`config.mk`:
```
export PLATFORM = sky130hd
export DESIGN_NAME = inta_sequencer
export DESIGN_NICKNAME = d
export VERILOG_FILES = /design/src/rtl/inta_sequencer.sv
export SDC_FILE = /design/constraint.sdc
export NUM_CORES = 1
export LEC_CHECK = 0
export CAP_MARGIN = 10
export CORE_MARGIN = 5
export CORE_UTILIZATION = 45
export DETAILED_ROUTE_END_ITERATION = 12
export PLACE_DENSITY = 0.73
export SLEW_MARGIN = 40
export SYNTH_ARGS = -nofsm -noshare
export SYNTH_HDL_FRONTEND = slang
export SYNTH_SLANG_ARGS = --single-unit
```
`constraint.sdc`:
```
create_clock -name CLK -period 2.5 [get_ports CLK]
set_input_delay 0.5 -clock CLK [delete_from_list [all_inputs] [get_ports CLK]]
set_output_delay 0.5 -clock CLK [all_outputs]
set_load 0.01 [all_outputs]
```
`src/rtl/inta_sequencer.sv`:
```
// CPU-side 8259 acknowledge sequencer: two INTA_N pulses, vector capture, core handoff, EOI write.
// Define INTA_NESTING_EN to allow a higher-priority INT to be acknowledged while a handler runs.
module inta_sequencer #(
  parameter int INTA_LOW  = 2,
  parameter int INTA_GAP  = 1,
  parameter int WR_LOW    = 2,
  parameter int MAX_DEPTH = 8
) (
  input  logic       CLK,
  input  logic       RST,
  input  logic       INT,
  input  logic       IE,
  input  logic       AEOI,
  input  logic [7:0] DATA_IN,
  input  logic       VECTOR_TAKEN,
  input  logic       HANDLER_DONE,
  output logic       INTA_N,
  output logic       WR_N,
  output logic       A0,
  output logic [7:0] DATA_OUT,
  output logic [7:0] VECTOR,
  output logic       VECTOR_VALID,
  output logic       BUSY,
  output logic [3:0] NEST_DEPTH,
  output logic [2:0] state_dbg
);

  typedef enum logic [2:0] {
    IDLE    = 3'd0,
    ACK1    = 3'd1,
    GAP     = 3'd2,
    ACK2    = 3'd3,
    PRESENT = 3'd4,
    HANDLER = 3'd5,
    EOI     = 3'd6
  } state_t;

  localparam logic [3:0] LOW_LOAD  = 4'(INTA_LOW - 1);
  localparam logic [3:0] GAP_LOAD  = 4'(INTA_GAP - 1);
  localparam logic [3:0] WR_LOAD   = 4'(WR_LOW - 1);
  localparam logic [3:0] DEPTH_MAX = 4'(MAX_DEPTH);
  localparam logic [7:0] OCW2_EOI  = 8'h20;

  state_t     state;
  logic [3:0] cnt;

  assign state_dbg = state;

  // Core handshake: VECTOR_VALID stays high with VECTOR frozen until the core
  // pulses VECTOR_TAKEN for one clock; the transfer completes on that edge.
  always_ff @(posedge CLK) begin
    if (RST) begin
      state        <= IDLE;
      cnt          <= 4'd0;
      INTA_N       <= 1'b1;
      WR_N         <= 1'b1;
      A0           <= 1'b1;
      DATA_OUT     <= 8'h00;
      VECTOR       <= 8'h00;
      VECTOR_VALID <= 1'b0;
      BUSY         <= 1'b0;
      NEST_DEPTH   <= 4'd0;
    end else begin
      case (state)
        IDLE: begin
          if (INT && IE) begin
            state  <= ACK1;
            INTA_N <= 1'b0;
            BUSY   <= 1'b1;
            cnt    <= LOW_LOAD;
          end
        end

        ACK1: begin
          if (cnt == 4'd0) begin
            state  <= GAP;
            INTA_N <= 1'b1;
            cnt    <= GAP_LOAD;
          end else begin
            cnt <= cnt - 4'd1;
          end
        end

        GAP: begin
          if (cnt == 4'd0) begin
            state  <= ACK2;
            INTA_N <= 1'b0;
            cnt    <= LOW_LOAD;
          end else begin
            cnt <= cnt - 4'd1;
          end
        end

        // The PIC drives the vector during the second pulse; take it as the pulse ends.
        ACK2: begin
          if (cnt == 4'd0) begin
            state        <= PRESENT;
            INTA_N       <= 1'b1;
            VECTOR       <= DATA_IN;
            VECTOR_VALID <= 1'b1;
          end else begin
            cnt <= cnt - 4'd1;
          end
        end

        PRESENT: begin
          if (VECTOR_TAKEN) begin
            state        <= HANDLER;
            VECTOR_VALID <= 1'b0;
            NEST_DEPTH   <= (NEST_DEPTH == DEPTH_MAX) ? NEST_DEPTH : NEST_DEPTH + 4'd1;
          end
        end

        HANDLER: begin
          if (HANDLER_DONE) begin
            if (AEOI) begin
              NEST_DEPTH <= NEST_DEPTH - 4'd1;
              if (NEST_DEPTH <= 4'd1) begin
                state <= IDLE;
                BUSY  <= 1'b0;
              end
            end else begin
              state    <= EOI;
              WR_N     <= 1'b0;
              A0       <= 1'b0;
              DATA_OUT <= OCW2_EOI;
              cnt      <= WR_LOAD;
            end
          end
`ifdef INTA_NESTING_EN
          else if (INT && IE && (NEST_DEPTH < DEPTH_MAX)) begin
            state  <= ACK1;
            INTA_N <= 1'b0;
            cnt    <= LOW_LOAD;
          end
`endif
        end

        EOI: begin
          if (cnt == 4'd0) begin
            WR_N       <= 1'b1;
            A0         <= 1'b1;
            DATA_OUT   <= 8'h00;
            NEST_DEPTH <= NEST_DEPTH - 4'd1;
            if (NEST_DEPTH <= 4'd1) begin
              state <= IDLE;
              BUSY  <= 1'b0;
            end else begin
              state <= HANDLER;
            end
          end else begin
            cnt <= cnt - 4'd1;
          end
        end

        default: begin
          state  <= IDLE;
          INTA_N <= 1'b1;
          WR_N   <= 1'b1;
          A0     <= 1'b1;
          BUSY   <= 1'b0;
        end
      endcase
    end
  end

endmodule

```
==> results.toml, run 1 <==
[synthesis]
synth.lib_cells_used.distinct = 48
synth.avg_cell_area_sq_um = 7.87
synth_enable_flop_cells = 0
synth.ff_latch_count = 24
top_reg_cell_synth = "sky130_fd_sc_hd__dfxtp_1"
ys.warnings.count = 0
synth_async_sr_flop_share_pct = 0
ys_seq_area_share_pct = 33.7
number_of_instances_in_the_synthesized_netlist = 181
ranking_of_synthesized_cells_by_area = "sky130_fd_sc_hd__dfxtp_1 34%, sky130_fd_sc_hd__a21oi_1 7.7%, sky130_fd_sc_hd__nand2_1 6.8%"
synth_top_cell_area_share_pct = 33.7
post_synth_instance_area_sq_um = 1430
yosys.area.top_type = "sky130_fd_sc_hd__dfxtp_1"

[power_and_ir_drop]
switching_share_pct = 37.3
power_frac_comb_pct = 46.5
report.power.total_uw = 1490
seq_power_share_pct = 34.4
clkPwrFrac_pct = 19.1
switching_power_uw = 555
power_density_nw_per_um2 = 801
cell_internal_pwr_uw = 931
vdd.ir_drop.worst_mv = 0.408
power_leakage_uw = 0.000703

[cells_and_area]
fin_nets = 238
num_antenna_cells = 0
stdcell_area_sq_um = 1860
fill_cells = 284
area.growth.synth_to_final_pct = 30.2
layout.core_utilization_pct = 60.8
drive_above_1_share_pct = 6.02

[setup_path]
timing.critical_path.required_ps = 2720
worst_setup_path_startpoint = "cnt[0]$_SDFFE_PP0P_"
crit_path_end_kind = "register"
timing.rr.start = "cnt[0]$_SDFFE_PP0P_"
timing.rr.end = "state_dbg[0]$_SDFFE_PP0P_"
r2r_setup_slack_ps = 270
r2r_cells = 7
cp-endpoint = "state_dbg[0]$_SDFFE_PP0P_"
cp_data_arrival_time_ps = 2460
worst_setup_path_start_kind = "register"
critical_path_peak_fanout = 7
path_class = "register to register"

[timing]
report.final.slew_viol_count = 0
setup_viol = 0
number_of_failing_hold_endpoints_at_the_final_stage = 0
grt_setup_unrepaired = "false"
final.period_utilization_pct = 89.4
max_slew_margin_pct = 65.7
hold-worst-slack_ps = 469
timing.fmax_ghz = 0.448
post-route-min-period_ps = 2230
final.setup_skew_ps = 4.89
final.setup.tns_ps = 0
max_slew.worst_pin.slew_ps = 513

[detailed_routing]
antenna_violating_nets_post_route = 0
wire_per_inst_um = 13.9
avgViaCountPerCell = 5.37
drt_iter0_drc = 104
routed-via-count = 1395
drc_errors = 0
finalWirelength_um = 3610
detail_route.first_pass.iterations = 4

[placement]
routabilityCongestion = 0.895
io_buffers = 35
place_area_sq_um = 1800
dp_hpwl_um = 2750

[min_path]
timing.hold.worst.class = "register to register"

[global_routing]
grt_start_max_net_pins = 16
use_met3_pct = 2.55
use_met1_pct = 21.5
wire_length_of_the_first_global_routing_pass_um = 6050
globalRouteTotalUtil_pct = 17.4
antenna_found_initial = 0
grt_pass1_vias = 1359
grt_use_met2_pct = 29.7
grt_busiest_layer = "met2"
globalRoute.totalOverflow = 0

[die]
area_of_the_core_sq_um = 3050
floorplan.die_area_sq_um = 4390
initial_core_util_pct = 46.7
num_rows = 20
ioPinCount = 43
dieHeight_um = 66.3
die_width_um = 66.3

[status]
outcome = "completed"

[cts]
cts_buffers = 3
cts_tree = "done"
tritoncts_num_sinks = 24
worst_setup_hold_path_clk_slew_ps = 140
holdBufCountCts = 0
postCtsResizedCells = 0
cts_max_level = 1
postCtsSetupRepairBufs = 0
clock_insertion_delay_worst_skew_ps = 320
cts-root-buf = "sky130_fd_sc_hd__clkbuf_4"
cts-root-to-sink-buffers = 2

[flow_run]
timing.max_cap.violations = 0
## cell usage in the layout (no fill, tap or decap), drive strengths merged, types with 3 or more instances in the layout
cell type	n
a21oi	22
buf	5
clkbuf	3
clkdlybuf4s50	35
conb	7
dfxtp	24
ha	6
inv	7
nand2	26
nand3	5
nor2	10
nor2b	6
nor3	6
o21ai	10
or3b	3
## state kept, by name (all words and copies together) (netlist names)
register and count:
cnt 4, BUSY 1, VECTOR_VALID 1, NEST_DEPTH 4, A0 1, VECTOR 8
DATA_OUT 1, state_dbg 3, INTA_N 1
## cell type report
class	count	area (sq um)	share of cell area, %
Inverter	7	26.3	1.42
Tap cell	44	55.1	2.97
Sequential cell	24	480	25.9
Clock buffer	3	22.5	1.21
Multi-Input combinational cell	141	853	46.0
Clock inverter	1	30.0	1.62
Timing Repair Buffer	40	388	20.9
## critical path, stage by stage (launching register included)
cell	delay, ps
sky130_fd_sc_hd__dfxtp_1	380
sky130_fd_sc_hd__inv_1	100
sky130_fd_sc_hd__ha_1	170
sky130_fd_sc_hd__nor3b_2	420
sky130_fd_sc_hd__o21ai_0	160
sky130_fd_sc_hd__a221oi_1	460
sky130_fd_sc_hd__nand2_1	130
sky130_fd_sc_hd__mux2_1	310
## how the worst min path moves through the flow
stage,startpoint,to,slack [ps],cells after the start
after CTS,VECTOR[0]$_SDFFE_PP0P_,VECTOR[0]$_SDFFE_PP0P_,470,2
final,VECTOR[7]$_SDFFE_PP0P_,VECTOR[7]$_SDFFE_PP0P_,470,2
after floorplan,cnt[1]$_SDFFE_PP0P_,cnt[1]$_SDFFE_PP0P_,440,2
after global routing,VECTOR[5]$_SDFFE_PP0P_,VECTOR[5]$_SDFFE_PP0P_,490,2
after global placement,VECTOR[3]$_SDFFE_PP0P_,VECTOR[3]$_SDFFE_PP0P_,440,2
after detailed placement,VECTOR[0]$_SDFFE_PP0P_,VECTOR[0]$_SDFFE_PP0P_,450,2
## metrics by stage
stage,std cells,setup slack [ps]
floorplan,187,565
global route,260,108
detailed placement,256,255
CTS,260,283
global placement,256,284
finish,260,266
## cells by family (layout without fill, tap and decap cells)
kind of cell    after synthesis  after routing  share of synthesized area (%)
compound gates               46             46                           19.6
xor+xnor                      2              2                           1.23
fa+ha+maj                     6              6                           5.27
buf+inv                      22             51                           7.99
flops                        24             24                           33.7
mux                           4              4                           2.99
other cells                   1              7                          0.263
simple gates                 76             76                           29.0
## routing by layer
layer,wire length (um),share of wire [%]
met2,1740,48
met1,1650,46
met3,183,5.1
met4,38,1.1
met5,0,0
## power by group through the flow
stage	Sequential, uW	Clock [uW]	Combinational (uW)
floorplan	518	0	444
global placement	514	0	664
detailed placement	519	0	685
CTS	511	293	691
global route	522	315	756
finish	512	284	690
## synthesized netlist by cell type, types with 2 or more instances
master,count
sky130_fd_sc_hd__a211oi_1,2
sky130_fd_sc_hd__a21oi_1,22
sky130_fd_sc_hd__buf_4,8
sky130_fd_sc_hd__clkbuf_1,6
sky130_fd_sc_hd__dfxtp_1,24
sky130_fd_sc_hd__ha_1,6
sky130_fd_sc_hd__inv_1,7
sky130_fd_sc_hd__mux2_1,2
sky130_fd_sc_hd__mux2i_1,2
sky130_fd_sc_hd__nand2_1,26
sky130_fd_sc_hd__nand2b_1,2
sky130_fd_sc_hd__nand3_1,4
sky130_fd_sc_hd__nand3b_1,2
sky130_fd_sc_hd__nand4b_1,2
sky130_fd_sc_hd__nor2_1,10
sky130_fd_sc_hd__nor2b_1,6
sky130_fd_sc_hd__nor3_1,6
sky130_fd_sc_hd__nor4_1,2
sky130_fd_sc_hd__o21ai_0,9
sky130_fd_sc_hd__or3_1,2
sky130_fd_sc_hd__or3b_1,2
sky130_fd_sc_hd__or4_1,2
sky130_fd_sc_hd__xnor2_1,2
Note: power is estimated with default switching activity, not from simulation.
==> run 2, diff against run 1 <==
--- a/config.mk
+++ b/config.mk
@@ -7,9 +7,9 @@
 export LEC_CHECK = 0
 export CAP_MARGIN = 10
 export CORE_MARGIN = 5
-export CORE_UTILIZATION = 45
+export CORE_UTILIZATION = 46
 export DETAILED_ROUTE_END_ITERATION = 12
-export PLACE_DENSITY = 0.73
+export PLACE_DENSITY = 0.75
 export SLEW_MARGIN = 40
 export SYNTH_ARGS = -nofsm -noshare
 export SYNTH_HDL_FRONTEND = slang
==> run 2 against run 1 <==
Die area fell by 1.8%. Count of clock-buffer cells in the layout did not move. Worst setup slack improved by 26 ps. Sequential share of layout area rose by 0.74 points. Clock power fell by 36%. Final area fell by 2.8%. Critical endpoint unchanged. Critical path type unchanged. Register-to-register slack improved by 30 ps. Non-clock buffer count fell by 1.
==> results.toml, run 2 (synthesis results as in run 1) <==
[min_path]
timing.hold.worst.class = "register to register"

[cts]
worst_setup_hold_path_clk_slew_ps = 140
cts_tree = "done"
cts_buffers = 3
clock_insertion_delay_worst_skew_ps = 330
cts-root-to-sink-buffers = 2
holdBufCountCts = 0
tritoncts_num_sinks = 24
postCtsResizedCells = 0
cts-root-buf = "sky130_fd_sc_hd__clkbuf_4"
cts_max_level = 1
postCtsSetupRepairBufs = 0

[setup_path]
critical_path_peak_fanout = 7
path_cells = "inv_1, ha_1, nor3b_2, o21ai_0, a221oi_1, nand2_1, mux2_1"
path_class = "register to register"
cp_data_arrival_time_ps = 2450
critPathMaxStageDelay_ps = 480
crit_path_end_kind = "register"
worst_setup_path_start_kind = "register"
crit_path_top_delay_cell = "sky130_fd_sc_hd__a221oi_1"
timing.critical_path.required_ps = 2740

[cells_and_area]
largest_register_ffs = 8
multi_input_comb_area_sq_um = 853
max_flop_register = "VECTOR"
layout.core_utilization_pct = 60.1
most_frequent_cells_in_the_layout = "35 x sky130_fd_sc_hd__clkdlybuf4s50_1, 26 x sky130_fd_sc_hd__nand2_1, 24 x sky130_fd_sc_hd__dfxtp_1"
num_antenna_cells = 0
fin_nets = 237
fill_cells = 270
reg_top3 = "VECTOR x8, NEST_DEPTH x4, cnt x4"
most_common_library_cell_in_the_layout_ignoring_fill_and_taps = "sky130_fd_sc_hd__clkdlybuf4s50_1"
final-seq-area_sq_um = 480
drive_above_1_share_pct = 5.14
area.growth.synth_to_final_pct = 26.6

[global_routing]
globalRoute.totalOverflow = 0
grt_start_max_net_pins = 17
grt_use_met2_pct = 32.3
use_met1_pct = 19.7
antenna_found_initial = 0
grt_pass1_vias = 1411
globalRouteTotalUtil_pct = 18.1
grt_busiest_layer = "met2"
use_met3_pct = 4.27
wire_length_of_the_first_global_routing_pass_um = 6180

[timing]
setup_viol = 0
number_of_failing_hold_endpoints_at_the_final_stage = 0
hold-worst-slack_ps = 464
grt_setup_unrepaired = "false"
final.period_utilization_pct = 88.3
final.setup_skew_ps = 10.6
final.setup.tns_ps = 0
report.final.slew_viol_count = 0
max_slew.worst_pin.slew_ps = 542
max_slew_margin_pct = 63.7
timing.fmax_ghz = 0.453
post-route-min-period_ps = 2210

[detailed_routing]
drt_iter0_drc = 54
wire_per_inst_um = 14.7
avgViaCountPerCell = 5.61
antenna_violating_nets_post_route = 0
drc_errors = 0
detail_route.first_pass.iterations = 4
finalWirelength_um = 3630
routed-via-count = 1385

[placement]
dp_hpwl_um = 2790
routabilityCongestion = 0.886
io_buffers = 35

[die]
area_of_the_core_sq_um = 3000
initial_core_util_pct = 47.5
num_rows = 20
dieHeight_um = 65.7
ioPinCount = 43
die_width_um = 65.7
floorplan.die_area_sq_um = 4310

[power_and_ir_drop]
vdd.ir_drop.worst_mv = 0.348
power_leakage_uw = 0.000683
power_density_nw_per_um2 = 763

[flow_run]
timing.max_cap.violations = 0

[status]
outcome = "completed"
[run 2: changes by cell type in the layout (fill, tap and decap cells not counted)]
cell	before	now
sky130_fd_sc_hd__buf_4	5	4
sky130_fd_sc_hd__bufinv_16	1	0
[run 2: layout make-up]
type                       instances  area share, %
multi-input combinational        141           47.3
sequential                        24           26.6
timing repair buffer              39           21.1
tap                               33           2.29
inverter                           7           1.46
clock buffer                       3           1.25
[run 2: report_power, final]
part,internal [uW],switching (uW)
registers,441,79.3
clock network,56.6,125
logic,325,350
total,823,554
[run 2: per-layer routing]
layer / vias to the layer above / part of all wire, %
met2: 35 / 51
met5: - / 0
met4: 0 / 2.6
met3: 9 / 4.2
li1: 699 / -
met1: 642 / 42
[run 2: through the flow]
stage                     std cells  area (sq um)  total power [uW]  setup slack, ps
final                           247          1800              1380              292
after global placement          244          1780              1170              283
after global routing            247          1800              1480              142
after detailed placement        244          1780              1200              219
after floorplan                 187          1450               963              565
after CTS                       247          1800              1380              310
[run 2: worst paths after layout]
| kind | start | end | slack (ps) | cells after the start |
|---|---|---|---|---|
| setup / recovery | cnt[0]$_SDFFE_PP0P_ | state_dbg[0]$_SDFFE_PP0P_ | 290 | 7 |
| hold / removal | VECTOR[3]$_SDFFE_PP0P_ | VECTOR[3]$_SDFFE_PP0P_ | 460 | 2 |
| setup reg to reg | cnt[0]$_SDFFE_PP0P_ | state_dbg[0]$_SDFFE_PP0P_ | 290 | 7 |
| hold reg to reg | VECTOR[3]$_SDFFE_PP0P_ | VECTOR[3]$_SDFFE_PP0P_ | 460 | 2 |
[run 2: worst max-delay path: cells and delay by family, from the launching register on]
| family | cells | cell delay, ps |
|---|---|---|
| AOI/OAI and AO/OA | 2 | 630 |
| adders and majority gates | 1 | 190 |
| DFF | 1 | 370 |
| buffers and inverters | 1 | 100 |
| muxes | 1 | 310 |
| and+or+nand+nor | 2 | 510 |
